`config.mk`:
```
export PLATFORM = sky130hd
export DESIGN_NAME = multicycle_controller
export DESIGN_NICKNAME = d
export VERILOG_FILES = /design/src/rtl/multicycle_controller.sv
export SDC_FILE = /design/constraint.sdc
export NUM_CORES = 1
export LEC_CHECK = 0
export ABC_AREA = 1
export BUFFER_PORTS_ARGS = -buffer_cell sky130_fd_sc_hd__buf_2
export CAP_MARGIN = 20
export CORE_MARGIN = 5
export CORE_UTILIZATION = 23
export CTS_BUF_LIST = sky130_fd_sc_hd__clkbuf_2
export DETAILED_ROUTE_END_ITERATION = 8
export PLACE_DENSITY = 0.55
export SYNTH_ARGS = -nofsm -noshare
export SYNTH_HDL_FRONTEND = slang
export SYNTH_SLANG_ARGS = --single-unit
```
`constraint.sdc`:
```
create_clock -name clk -period 1.7 [get_ports clk]
set_clock_uncertainty 0.2 [all_clocks]
set_input_delay 0.17 -clock clk [delete_from_list [all_inputs] [get_ports clk]]
set_output_delay 0.17 -clock clk [all_outputs]
set_load 0.02 [all_outputs]
```
`src/rtl/multicycle_controller.sv`:
```
// multicycle_controller: control FSM for a multicycle RV32/RV64 core.
// Steps each instruction through fetch/decode/execute/memory/writeback over a shared ALU and a
// unified memory with a ready handshake. Retire pulses on the last cycle of every instruction.
// Outputs are forced low while reset_n is asserted so that a MemReady seen during reset never
// triggers an instruction capture.
module multicycle_controller #(
    parameter int XLEN    = 64,
    parameter bit TRAP_EN = 1'b1
) (
    input  logic       clk,
    input  logic       reset_n,
    input  logic [6:0] Op,
    input  logic [2:0] Funct3,
    input  logic       Funct7b5,
    input  logic       Eq,
    input  logic       LT,
    input  logic       LTU,
    input  logic       MemReady,
    output logic       MemReq,
    output logic [1:0] MemRW,
    output logic       AdrSrc,
    output logic       IRWrite,
    output logic       PCWrite,
    output logic [1:0] ALUSrcA,
    output logic [1:0] ALUSrcB,
    output logic [2:0] ImmSrc,
    output logic [2:0] ALUSelect,
    output logic       SubArith,
    output logic       W64,
    output logic [1:0] ResultSrc,
    output logic       RegWrite,
    output logic       Illegal,
    output logic       Retire
);

    localparam logic [6:0] OP_LOAD  = 7'h03;
    localparam logic [6:0] OP_STORE = 7'h23;
    localparam logic [6:0] OP_R     = 7'h33;
    localparam logic [6:0] OP_I     = 7'h13;
    localparam logic [6:0] OP_RW    = 7'h3B;
    localparam logic [6:0] OP_IW    = 7'h1B;
    localparam logic [6:0] OP_BR    = 7'h63;
    localparam logic [6:0] OP_JAL   = 7'h6F;
    localparam logic [6:0] OP_JALR  = 7'h67;
    localparam logic [6:0] OP_LUI   = 7'h37;
    localparam logic [6:0] OP_AUIPC = 7'h17;
    localparam bit         RV64     = (XLEN == 64);

    typedef enum logic [3:0] {
        S_FETCH, S_DECODE, S_MEMADR, S_MEMRD, S_MEMWB, S_MEMWR, S_EXEC,
        S_ALUWB, S_BRANCH, S_JUMP, S_JTGT, S_UPPER, S_TRAP
    } state_t;

    state_t r_state;
    state_t w_next;
    logic   w_wOp;
    logic   w_aluOp;
    logic   w_taken;

    // Opcode classification and branch-condition evaluation shared by the FSM
    always_comb begin
        w_wOp   = RV64 && ((Op == OP_RW) || (Op == OP_IW));
        w_aluOp = (Op == OP_R) || (Op == OP_I) || w_wOp;
        w_taken = 1'b0;
        case (Funct3)
            3'b000:  w_taken = Eq;
            3'b001:  w_taken = !Eq;
            3'b100:  w_taken = LT;
            3'b101:  w_taken = !LT;
            3'b110:  w_taken = LTU;
            3'b111:  w_taken = !LTU;
            default: w_taken = 1'b0;
        endcase
    end

    // State register; reset abandons any in-flight access and clears the trap
    always_ff @(posedge clk or negedge reset_n) begin
        if (!reset_n) begin
            r_state <= S_FETCH;
        end else begin
            r_state <= w_next;
        end
    end

    // Next-state and control outputs; everything stays low while reset is held
    always_comb begin
        w_next    = r_state;
        MemReq    = 1'b0;
        MemRW     = 2'b00;
        AdrSrc    = 1'b0;
        IRWrite   = 1'b0;
        PCWrite   = 1'b0;
        ALUSrcA   = 2'b00;
        ALUSrcB   = 2'b00;
        ImmSrc    = 3'b000;
        ALUSelect = 3'b000;
        SubArith  = 1'b0;
        W64       = 1'b0;
        ResultSrc = 2'b00;
        RegWrite  = 1'b0;
        Illegal   = 1'b0;
        Retire    = 1'b0;
        if (reset_n) begin
            case (r_state)
                S_FETCH: begin
                    MemReq    = 1'b1;
                    MemRW     = 2'b10;
                    ALUSrcB   = 2'b10;
                    ResultSrc = 2'b10;
                    if (MemReady) begin
                        IRWrite = 1'b1;
                        PCWrite = 1'b1;
                        w_next  = S_DECODE;
                    end
                end
                S_DECODE: begin
                    ALUSrcA = 2'b01;
                    ALUSrcB = 2'b01;
                    ImmSrc  = 3'b010;
                    if ((Op == OP_LOAD) || (Op == OP_STORE)) begin
                        w_next = S_MEMADR;
                    end else if (w_aluOp) begin
                        w_next = S_EXEC;
                    end else if (Op == OP_BR) begin
                        w_next = S_BRANCH;
                    end else if ((Op == OP_JAL) || (Op == OP_JALR)) begin
                        w_next = S_JUMP;
                    end else if ((Op == OP_LUI) || (Op == OP_AUIPC)) begin
                        w_next = S_UPPER;
                    end else begin
                        // An illegal opcode squashed to a NOP does not count as retired
                        w_next = TRAP_EN ? S_TRAP : S_FETCH;
                    end
                end
                S_MEMADR: begin
                    ALUSrcA = 2'b10;
                    ALUSrcB = 2'b01;
                    ImmSrc  = (Op == OP_STORE) ? 3'b001 : 3'b000;
                    w_next  = (Op == OP_STORE) ? S_MEMWR : S_MEMRD;
                end
                S_MEMRD: begin
                    MemReq = 1'b1;
                    MemRW  = 2'b10;
                    AdrSrc = 1'b1;
                    if (MemReady) begin
                        w_next = S_MEMWB;
                    end
                end
                S_MEMWB: begin
                    ResultSrc = 2'b01;
                    RegWrite  = 1'b1;
                    Retire    = 1'b1;
                    w_next    = S_FETCH;
                end
                S_MEMWR: begin
                    MemReq = 1'b1;
                    MemRW  = 2'b01;
                    AdrSrc = 1'b1;
                    if (MemReady) begin
                        Retire = 1'b1;
                        w_next = S_FETCH;
                    end
                end
                S_EXEC: begin
                    ALUSrcA   = 2'b10;
                    ALUSrcB   = ((Op == OP_R) || (Op == OP_RW)) ? 2'b00 : 2'b01;
                    ALUSelect = Funct3;
                    SubArith  = (Funct3 == 3'b010) || (Funct3 == 3'b011) ||
                                ((Funct3 == 3'b101) && Funct7b5) ||
                                ((Funct3 == 3'b000) && Funct7b5 && Op[5]);
                    W64       = w_wOp;
                    w_next    = S_ALUWB;
                end
                S_ALUWB: begin
                    ResultSrc = 2'b00;
                    RegWrite  = 1'b1;
                    Retire    = 1'b1;
                    w_next    = S_FETCH;
                end
                S_BRANCH: begin
                    ALUSrcA   = 2'b10;
                    ALUSrcB   = 2'b00;
                    SubArith  = 1'b1;
                    ResultSrc = 2'b00;
                    PCWrite   = w_taken;
                    Retire    = 1'b1;
                    w_next    = S_FETCH;
                end
                S_JUMP: begin
                    // Link value is OldPC + 4
                    ALUSrcA   = 2'b01;
                    ALUSrcB   = 2'b10;
                    ResultSrc = 2'b10;
                    RegWrite  = 1'b1;
                    w_next    = S_JTGT;
                end
                S_JTGT: begin
                    ALUSrcA   = (Op == OP_JALR) ? 2'b10 : 2'b01;
                    ImmSrc    = (Op == OP_JALR) ? 3'b000 : 3'b011;
                    ALUSrcB   = 2'b01;
                    ResultSrc = 2'b10;
                    PCWrite   = 1'b1;
                    Retire    = 1'b1;
                    w_next    = S_FETCH;
                end
                S_UPPER: begin
                    ALUSrcA   = (Op == OP_LUI) ? 2'b11 : 2'b01;
                    ALUSrcB   = 2'b01;
                    ImmSrc    = 3'b100;
                    ResultSrc = 2'b10;
                    RegWrite  = 1'b1;
                    Retire    = 1'b1;
                    w_next    = S_FETCH;
                end
                S_TRAP: begin
                    Illegal = 1'b1;
                end
                default: begin
                    w_next = S_FETCH;
                end
            endcase
        end
    end

endmodule
```
==> reports/results.ini <==
[global_routing]
grt_max_degree=13
overflow=0
grt_pass1_wl_um=5020
grt_util_met2_pct=21.6
grt_util_met1_pct=14.6
gr-usage-met3_pct=1.29
grt_pass1_vias=1162
grt_util_all_layers_pct=12.1
top_usage_layer=met2
antenna_found_initial=0

[finish]
n_antenna_cell=0
nets=243
multiInputGateArea_um2=790
area_delta_synth_final_pct=92.3
reg.largest.list=r_state: 4 flops
nFillCells=346
largest_register=r_state
final_common_cell=nand2_1
seqCellArea_um2=105
largest_reg_flops=4
drive_above_1_share_pct=51.8
final_cell_mix=nand2_1, buf_4, buf_6, inv_1, buf_2

[worst_setup_path]
cp-start-kind=flop
path_buf_inv=5
path_cells=inv_4 > nor2_4 > inv_2 > buf_6 > o221ai_2 > nand2_1 > inv_1 > buf_6
cpMostUsedCell=buf_6
rr_startpoint=r_state[0]
crit_path_top_delay_cell=dfrtp_2
critPathKind=flop to output port
worstSetupStartpoint=r_state[3]
cpLargestDelayFamily=flip-flops
cp-end-kind=output port
worstPathRequired_ns=1.33
path_max_fanout=6
cp.arrival_ns=1.50
cpPeakStageDelay_ns=0.46

[floorplan]
start_util_pct=24.4
core_area_um2=3420
placementRows=21
fp.dieH_um=70.2
fp.dieW_um=70.2
io_pins=40
die_area_um2=4930

[timing]
max_slew.worst_pin.slew_ns=0.586
final_max_slew_viol_count=0
setup_viol=17
setup-tns-final_ns=-1.39
fin_crit_ns=1.87
timing.slew.headroom_pct=60.9
fmax_ghz=0.536
period_share_pct=110
hold_violations=0
fin_ws_ns=-0.167
holdWs_ns=0.264
rsz0062_at_grt=yes

[power_and_ir_drop]
p_leak_nw=0.850
total_power_mw=2.67
power_density_nw_per_um2=1660
vdd_drop_max_uv=509

[run]
cap_violations=0

[cts]
cts_buffers=3
cts.path.max_buffers=2
clk_pin_slew_ns=0.05
cts_root_buffer=clkbuf_2
cts.sinks=4
htreeDepth=1
cts_tree=done
clk-insertion-delay-late_ns=0.21

[logic_synthesis]
syn_inst=160
seq_area_frac_synth_pct=12.0
synth_area_per_cell_um2=5.21
yosys_warnings=0
ys_ff_latch=4
synth_nets=177
synthesis.area_um2=833
synth_cell_types=27

[placement]
io_buffers=39
gp_congestion=0.771
dp_slack_ns=-0.0427
hpwl_um=2240

[run_status]
outcome=complete, but fails checks
violations=setup timing

[routing]
first_iter_violations=67
viasPerCell=4.46
wl_um=3110
ant_nets=0
dr.pass1.iters=4
vias=1204
drc=0
wl_per_cell_um=11.5

[min_path]
min_path_type=input port to flop
min_from=MemReady

==> path summary, 6_finish.rpt <==
path / cells after the start / to / slack, ns
setup / recovery: 8 / Retire / -0.17
hold / removal: 5 / r_state[3] / 0.26
setup reg to reg: 9 / r_state[2] / 0.07
hold reg to reg: 3 / r_state[1] / 0.51
max in group asynchronous: 3 / r_state[2] / 0.80
min in group asynchronous: 3 / r_state[0] / 0.32
==> tightest hold or removal path: cells and delay by family <==
kind	cells	cell delay (ns)
buf+inv	2	0.25
compound gates	2	0.16
simple gates	1	0.05
==> cells by family after synthesis <==
kind of cell	synth area share, %
AOI/OAI and AO/OA	14.6
DFF	12.0
buffers and inverters	14.1
and+or+nand+nor	59.3
==> power by group <==
group | internal (mW) | switching (mW) | total [mW]
sequential | 0.155 | 0.124 | 0.279
combinational | 1.05 | 1.25 | 2.30
clock | 0.0474 | 0.0394 | 0.0868
total | 1.26 | 1.41 | 2.67
==> what timing repair did <==
| item | in CTS | in global routing |
|---|---|---|
| hold buffers | 1 | 0 |
| setup buffers | 8 | 4 |
| gates resized for setup | 41 | 51 |
| setup endpoints to repair | 21 | 27 |
| cloned | 0 | 0 |
| endpoints found under the hold margin | 4 | 0 |
| pin swaps | 7 | 12 |
==> synthesized netlist by cell type, drive strengths merged <==
cell | count | area share [%]
a21oi | 8 | 6.2
nand4 | 2 | 1.5
nand2 | 58 | 29
o21ai | 8 | 4.8
clkbuf | 1 | 0.45
nor3 | 5 | 3.6
nand3 | 10 | 7.5
a31oi | 1 | 0.75
nor2 | 27 | 15
buf | 1 | 0.60
dfrtp | 4 | 12
o221ai | 1 | 1.1
clkinv | 1 | 0.45
nor4 | 2 | 1.5
o21a | 1 | 0.90
inv | 28 | 13
nand3b | 1 | 0.90
o21bai | 1 | 0.90
==> cell type report <==
class	instances	share of cell area (%)
inverters	29	7.57
repair buffers	63	32.1
clock buffers	3	0.937
well taps	46	3.59
multi-input cells	125	49.3
flip-flops and latches	4	6.56
==> stage by stage <==
step / util, % / area [µm²] / std cells
after CTS: 40.3 / 1380 / 266
after global placement: 34.3 / 1170 / 254
after global routing: 46.9 / 1600 / 270
after detailed placement: 34.3 / 1170 / 254
after floorplan: - / 845 / 160
final: 46.9 / 1600 / 270
==> per-layer routing <==
metal  wire length (µm)  part of all wire (%)
met1               1380                    44
met2               1610                    52
met5                  0                     0
met3                 98                   3.2
met4                 21                  0.68
Power figures use the tool's default switching activity.
